File: src/rtl/lsu_pkg.sv
// Shared definitions for the RV32 load/store unit: funct3 codes, FSM states,
// memory word-index width and the access-size lane mask helper.
package lsu_pkg;

  localparam logic [2:0] F3_B  = 3'b000;
  localparam logic [2:0] F3_H  = 3'b001;
  localparam logic [2:0] F3_W  = 3'b010;
  localparam logic [2:0] F3_BU = 3'b100;
  localparam logic [2:0] F3_HU = 3'b101;

  localparam int MEM_WORD_W = 14;

  typedef enum logic {
    IDLE,
    SPLIT2
  } lsu_state_e;

  // Lane mask for the access size, before shifting by the byte offset.
  function automatic logic [3:0] size_mask(input logic [2:0] funct3);
    case (funct3[1:0])
      2'b00:   size_mask = 4'b0001;
      2'b01:   size_mask = 4'b0011;
      default: size_mask = 4'b1111;
    endcase
  endfunction

  function automatic logic funct3_legal(input logic is_store, input logic [2:0] funct3);
    if (is_store) begin
      funct3_legal = (funct3 == F3_B) || (funct3 == F3_H) || (funct3 == F3_W);
    end else begin
      funct3_legal = (funct3 == F3_B) || (funct3 == F3_H) || (funct3 == F3_W) ||
                     (funct3 == F3_BU) || (funct3 == F3_HU);
    end
  endfunction

endpackage

File: src/rtl/lsu_load_align.sv
// Combinational load alignment: picks the addressed bytes out of a 64-bit
// two-word window and applies RV32 size/sign extension.
module lsu_load_align
  import lsu_pkg::*;
(
  input  logic [63:0] data_in,
  input  logic [1:0]  offset,
  input  logic [2:0]  funct3,
  output logic [31:0] data_out
);

  logic [31:0] shifted;

  assign shifted = 32'(data_in >> {offset, 3'b000});

  always_comb begin
    data_out = shifted;
    case (funct3)
      F3_B:    data_out = {{24{shifted[7]}}, shifted[7:0]};
      F3_H:    data_out = {{16{shifted[15]}}, shifted[15:0]};
      F3_BU:   data_out = {24'd0, shifted[7:0]};
      F3_HU:   data_out = {16'd0, shifted[15:0]};
      default: data_out = shifted;
    endcase
  end

endmodule

File: src/rtl/load_store_unit.sv
// MEM-stage load/store unit: turns RV32 byte/half/word requests into
// byte-enabled word accesses, splitting word-crossing accesses in two beats.
module load_store_unit
  import lsu_pkg::*;
#(
  parameter logic MISALIGNED_EN = 1'b1,
  parameter int   MEM_ADDR_W    = 18
) (
  input  logic                  clk,
  input  logic                  rst_n,
  input  logic                  req_valid,
  input  logic                  req_store,
  input  logic [2:0]            req_funct3,
  input  logic [31:0]           req_addr,
  input  logic [31:0]           req_wdata,
  output logic                  stall,
  output logic                  load_valid,
  output logic [31:0]           load_data,
  output logic                  access_err,
  output logic                  mem_we,
  output logic [3:0]            mem_byte_en,
  output logic [MEM_ADDR_W-1:0] mem_write_addr,
  output logic [MEM_ADDR_W-1:0] mem_read_addr,
  output logic [31:0]           mem_write_data,
  input  logic [31:0]           mem_read_data
);

  lsu_state_e state_q, state_d;
  logic        pend_q, pend_d;
  logic        split_q, split_d;
  logic [1:0]  off_q, off_d;
  logic [2:0]  f3_q, f3_d;
  logic [31:0] lo_word_q, lo_word_d;
  logic        err_q, err_d;

  logic [1:0]            offset;
  logic [7:0]            lanes;
  logic [63:0]           wdata_wide;
  logic [MEM_WORD_W-1:0] word_lo, word_hi, word_sel;
  logic                  legal, crossing;
  logic                  we_c, stall_c;
  logic [3:0]            be_c;
  logic [31:0]           wd_c;
  logic [15:0]           byte_addr;
  logic [63:0]           align_in;
  logic [31:0]           align_out;
  logic                  unused_addr_hi;

  assign offset     = req_addr[1:0];
  assign lanes      = {4'b0000, size_mask(req_funct3)} << offset;
  assign wdata_wide = {32'd0, req_wdata} << {offset, 3'b000};
  assign word_lo    = req_addr[15:2];
  assign word_hi    = word_lo + 14'd1;  // wraps from 0x3FFF to 0x0000
  assign legal      = funct3_legal(req_store, req_funct3);
  assign crossing   = |lanes[7:4];
  assign unused_addr_hi = ^req_addr[31:16];

  always_comb begin
    state_d   = state_q;
    pend_d    = 1'b0;
    split_d   = 1'b0;
    off_d     = off_q;
    f3_d      = f3_q;
    lo_word_d = lo_word_q;
    err_d     = 1'b0;
    we_c      = 1'b0;
    be_c      = 4'b0000;
    stall_c   = 1'b0;
    word_sel  = word_lo;
    wd_c      = wdata_wide[31:0];

    case (state_q)
      IDLE: begin
        if (req_valid) begin
          if (!legal || (crossing && !MISALIGNED_EN)) begin
            err_d = 1'b1;
          end else begin
            we_c  = req_store;
            be_c  = lanes[3:0];
            off_d = offset;
            f3_d  = req_funct3;
            if (crossing) begin
              stall_c = 1'b1;
              state_d = SPLIT2;
            end else begin
              pend_d = !req_store;
            end
          end
        end
      end
      SPLIT2: begin
        // Second beat of the held request; the word-W read data arrives now.
        we_c     = req_store;
        be_c     = lanes[7:4];
        word_sel = word_hi;
        wd_c     = wdata_wide[63:32];
        pend_d   = !req_store;
        split_d  = !req_store;
        if (!req_store) begin
          lo_word_d = mem_read_data;
        end
        state_d = IDLE;
      end
      default: state_d = IDLE;
    endcase
  end

  always_ff @(posedge clk or negedge rst_n) begin
    if (!rst_n) begin
      state_q   <= IDLE;
      pend_q    <= 1'b0;
      split_q   <= 1'b0;
      off_q     <= 2'b00;
      f3_q      <= 3'b000;
      lo_word_q <= 32'd0;
      err_q     <= 1'b0;
    end else begin
      state_q   <= state_d;
      pend_q    <= pend_d;
      split_q   <= split_d;
      off_q     <= off_d;
      f3_q      <= f3_d;
      lo_word_q <= lo_word_d;
      err_q     <= err_d;
    end
  end

  assign align_in = split_q ? {mem_read_data, lo_word_q} : {32'd0, mem_read_data};

  lsu_load_align u_align (
    .data_in  (align_in),
    .offset   (off_q),
    .funct3   (f3_q),
    .data_out (align_out)
  );

  // Issue-side outputs are gated so a held request cannot reach memory in reset.
  assign stall          = stall_c & rst_n;
  assign mem_we         = we_c & rst_n;
  assign mem_byte_en    = rst_n ? be_c : 4'b0000;
  assign byte_addr      = {word_sel, 2'b00};
  assign mem_read_addr  = MEM_ADDR_W'(byte_addr);
  assign mem_write_addr = MEM_ADDR_W'(byte_addr);
  assign mem_write_data = wd_c;
  assign load_valid     = pend_q;
  assign load_data      = pend_q ? align_out : 32'd0;
  assign access_err     = err_q;

endmodule
File: config.mk
export PLATFORM = sky130hd
export DESIGN_NAME = load_store_unit
export DESIGN_NICKNAME = d
export VERILOG_FILES = /design/src/rtl/lsu_pkg.sv /design/src/rtl/lsu_load_align.sv /design/src/rtl/load_store_unit.sv
export SDC_FILE = /design/constraint.sdc
export NUM_CORES = 1
export LEC_CHECK = 0
export BUFFER_PORTS_ARGS = -buffer_cell sky130_fd_sc_hd__buf_2
export CAP_MARGIN = 10
export CORE_UTILIZATION = 44
export DETAILED_ROUTE_END_ITERATION = 8
export PLACE_DENSITY = 0.76
export SETUP_SLACK_MARGIN = 0.05
export SYNTH_ARGS = -nofsm -noshare
export SYNTH_HDL_FRONTEND = slang
export SYNTH_SLANG_ARGS = --single-unit
File: constraint.sdc
create_clock -name clk -period 2 [get_ports clk]
set_clock_uncertainty 0.05 [all_clocks]
set_input_delay 0.1 -clock clk [delete_from_list [all_inputs] [get_ports clk]]
set_output_delay 0.1 -clock clk [all_outputs]
set_load 0.1 [all_outputs]
==> metrics.txt <==
register bit total from synthesis=41; area of the die=0.01076 mm²; failing checks=hold timing, setup timing; final critical-path share of the clock period=129.6%; Synth Flop Type=dfrtp_1; placed cell count=806; clock transition time at the flip-flop clock pins of the worst setup and hold paths=0.11 ns; net load switching power=3.158 mW; Vias=~5.4k; Arrival @ worst endpoint=2.44 ns; initial DRC count=558; Final Hold Vio Count=1; fin crit period=2.592 ns; top cell type's share of synthesized area=22.54%; total number of clock tree sinks=slightly above 40; final hold slack=-0.01047 ns; relative contribution of combinational cells to total power=just under 70%; vias in the first global route=between 5k and 6k; static leakage=3.636 nW; average vias per placed instance=6.470; Clock power frac=12.2%; clock latency on the worst-skew pair=0.30 ns; slew at the pin closest to its max-slew limit=0.6269 ns; Post-synth ARST share=100.0%; fin. max-slew vios=0; CTS tree=yes; gpl congestion=~0.89; number of I/O port buffers=186; type of the worst min-delay path=in2reg; area grow syn2layout=87.52%; Clock Tree Buf Depth=2; share of post-route cells with drive strength above 1=between 60 and 70%; final net count=808; synth top area cells=dfrtp_1, mux2i_1, mux2_2; maximum number of pins on one net before global-route repair=42; Max Fanout on Critical Path=22; fmax=0.3857 GHz; final standard cell utilization of the core=a little under nine tenths; largest voltage drop on the vdd net=0.0005067 V; H-tree depth reported by CTS=2; Remaining Overflow, GRT=0; final setup fails=45; Site Rows=36; core area=0.009910 mm²; startpoint type of the worst setup path=flip-flop; final wirelength=21,220 µm; relative slew slack=58.05%; detailed-placement wirelength estimate=around 12,000 µm; Post-synth EDFFs=0; Die Y-Extent=103.7 µm; Final Instance Count excl. Fillers=about 840; synth unique cells=52; library cell used as clock root buffer=clkbuf_8; Remaining DRCs=0; setup slack of the critical path after layout=-0.5924 ns; top-level port count=about 210; post-synthesis instance area=0.004552 mm²; dpl ws=-0.1306 ns; number of antenna-violating nets in the routed design=0; Crit Path Category=reg2out; total number of yosys warnings=0; Final Total Pwr=6.228 mW; post-route setup TNS=-10.43 ns; Max Cap Violations=0; sequential cell fraction of total power=about a fifth; global-route wire length before repair=~28,000 µm; routed length per placed instance=approximately 25 µm; result of the run=complete, but fails checks; Worst path top cell family by delay=compound AO/OA/AOI/OAI gates; iteration count of the initial detailed-routing pass=6; Required @ worst endpoint=between 1.5 and 2 ns; Num CTS Buffers=5; part of the Yosys area used for sequential elements=22.54%; master of the slowest instance on the critical path=a21oi_1; unrepaired setup endpoints after global routing=yes; Starting Density=45.93%; peak per-stage delay on the critical path=0.51 ns; die extent in x=103.7 µm; total global routing track utilization=33.40%; syn_area_per_cell=9.140 µm²; post-synthesis cell type with the largest combined area=dfrtp_1; internal power consumption=3.071 mW; worst path bufs/invs=3; Power Density=between 700 and 800 mW/mm²; kind of end point of the critical path=output pin; most common cell type on the critical path=buf_12; net switching share of the total power=50.70%; ordered list of cells on the worst path=buf_6, buf_12, mux2i_2, o21ai_0, a21oi_1, a21oi_4, buf_12; number of antenna violations at the first check in global routing=1; number of instances in the synthesized netlist=498
[state kept, by name (all words and copies together), names as in the netlist]
name,cells
lo_word_q,32
load_valid,1
state_q,1
f3_q,3
off_q,2
access_err,1
split_q,1
[placed cells by master (no fill, tap or decap), drive strengths merged, types with 23 or more instances in the layout]
master	synthesis	layout
nor2	23	23
dfrtp	41	41
mux2i	71	71
a21oi	34	34
buf	43	245
mux2	40	40
nand2	55	55
o21ai	34	34
[layout make-up]
type                            instances  area, µm²
Fill cell                             438       1374
Sequential cell                        41       1033
Timing Repair Buffer                  254       3057
Multi-Input combinational cell        397       4138
Inverter                                5      22.52
Tap cell                              133      166.4
Clock buffer                            7      86.33
Clock inverter                          1      30.03
Antenna cell                            1      2.502
[worst register-to-register path: stages (launching register included)]
cell and delay, ns:
dfrtp_2 0.47, buf_6 0.14, buf_8 0.13, buf_4 0.15, nand2b_1 0.12, buf_12 0.23
mux2_2 0.42
[kinds of logic after synthesis]
| logic type | synth area share [%] |
|---|---|
| AOI/OAI and AO/OA | 17.04 |
| xor gates and xnor gates | 2.501 |
| adders and majority gates | 0.2748 |
| buffers and inverters | 10.47 |
| DFF | 22.54 |
| muxes | 32.44 |
| other | 0.08238 |
| and+or+nand+nor | 14.65 |
[timing repair]
action                                  CTS  global route
endpoints found under the setup margin   77            72
pin swaps                                16            33
cloned                                    2             1
setup buffers                             6            13
hold endpoints to repair                 42             0
resized for setup                       114            63
hold buffers                              2             0
[per-stage QoR]
step                      cell area, µm²  hold slack (ns)
after floorplan                     5574          -0.2456
after global placement              7513           0.2496
after detailed placement            7513           0.2504
after CTS                           8133         0.007274
after global routing                8536         0.001249
final                               8536         -0.01047
[power by group through the flow]
stage               Sequential, mW  Clock [mW]  Combinational (mW)
finish                        1.27       0.758                4.20
global route                  1.29       0.783                4.32
CTS                           1.22       0.713                3.83
detailed placement            1.24           0                3.56
global placement              1.21           0                3.48
floorplan                     1.19           0                2.72
[cell usage after synthesis (all sizes together) (4+ instances only)]
library cell  count
nand2b           14
mux2             40
buf              43
o21a              8
and3             10
nand3             9
inv               5
mux4             14
o21ai            34
and2              6
nand4             5
a22o              9
o22ai             8
mux2i            71
xor2              4
dfrtp            41
nor2             23
a21oi            34
clkbuf           18
nand2            55
xnor2             9
a21boi            8
[routing by layer]
layer  routed length [µm]  up-vias  track usage (%)
met4                 1432        0            17.65
met5                    0        -                0
met2                10890      427            61.36
met1                 7159     2654            36.62
li1                     -     2199                -
met3                 1742      148            5.727
[path summary, 6_finish.rpt]
kind	start	end	slack, ns	cells past startpoint
hold / removal	mem_read_data[6]	lo_word_q[6]$_DFFE_PN0P_	-0.01	2
setup / recovery	off_q[0]$_DFFE_PN0P_	load_data[16]	-0.59	7
setup reg to reg	state_q$_DFF_PN0_	lo_word_q[0]$_DFFE_PN0P_	0.17	6
hold reg to reg	lo_word_q[1]$_DFFE_PN0P_	lo_word_q[1]$_DFFE_PN0P_	0.47	1
min in group asynchronous	rst_n	lo_word_q[16]$_DFFE_PN0P_	0.57	3
max in group asynchronous	rst_n	load_valid$_DFF_PN0_	0.87	3
Note: power is estimated with default switching activity, not from simulation.
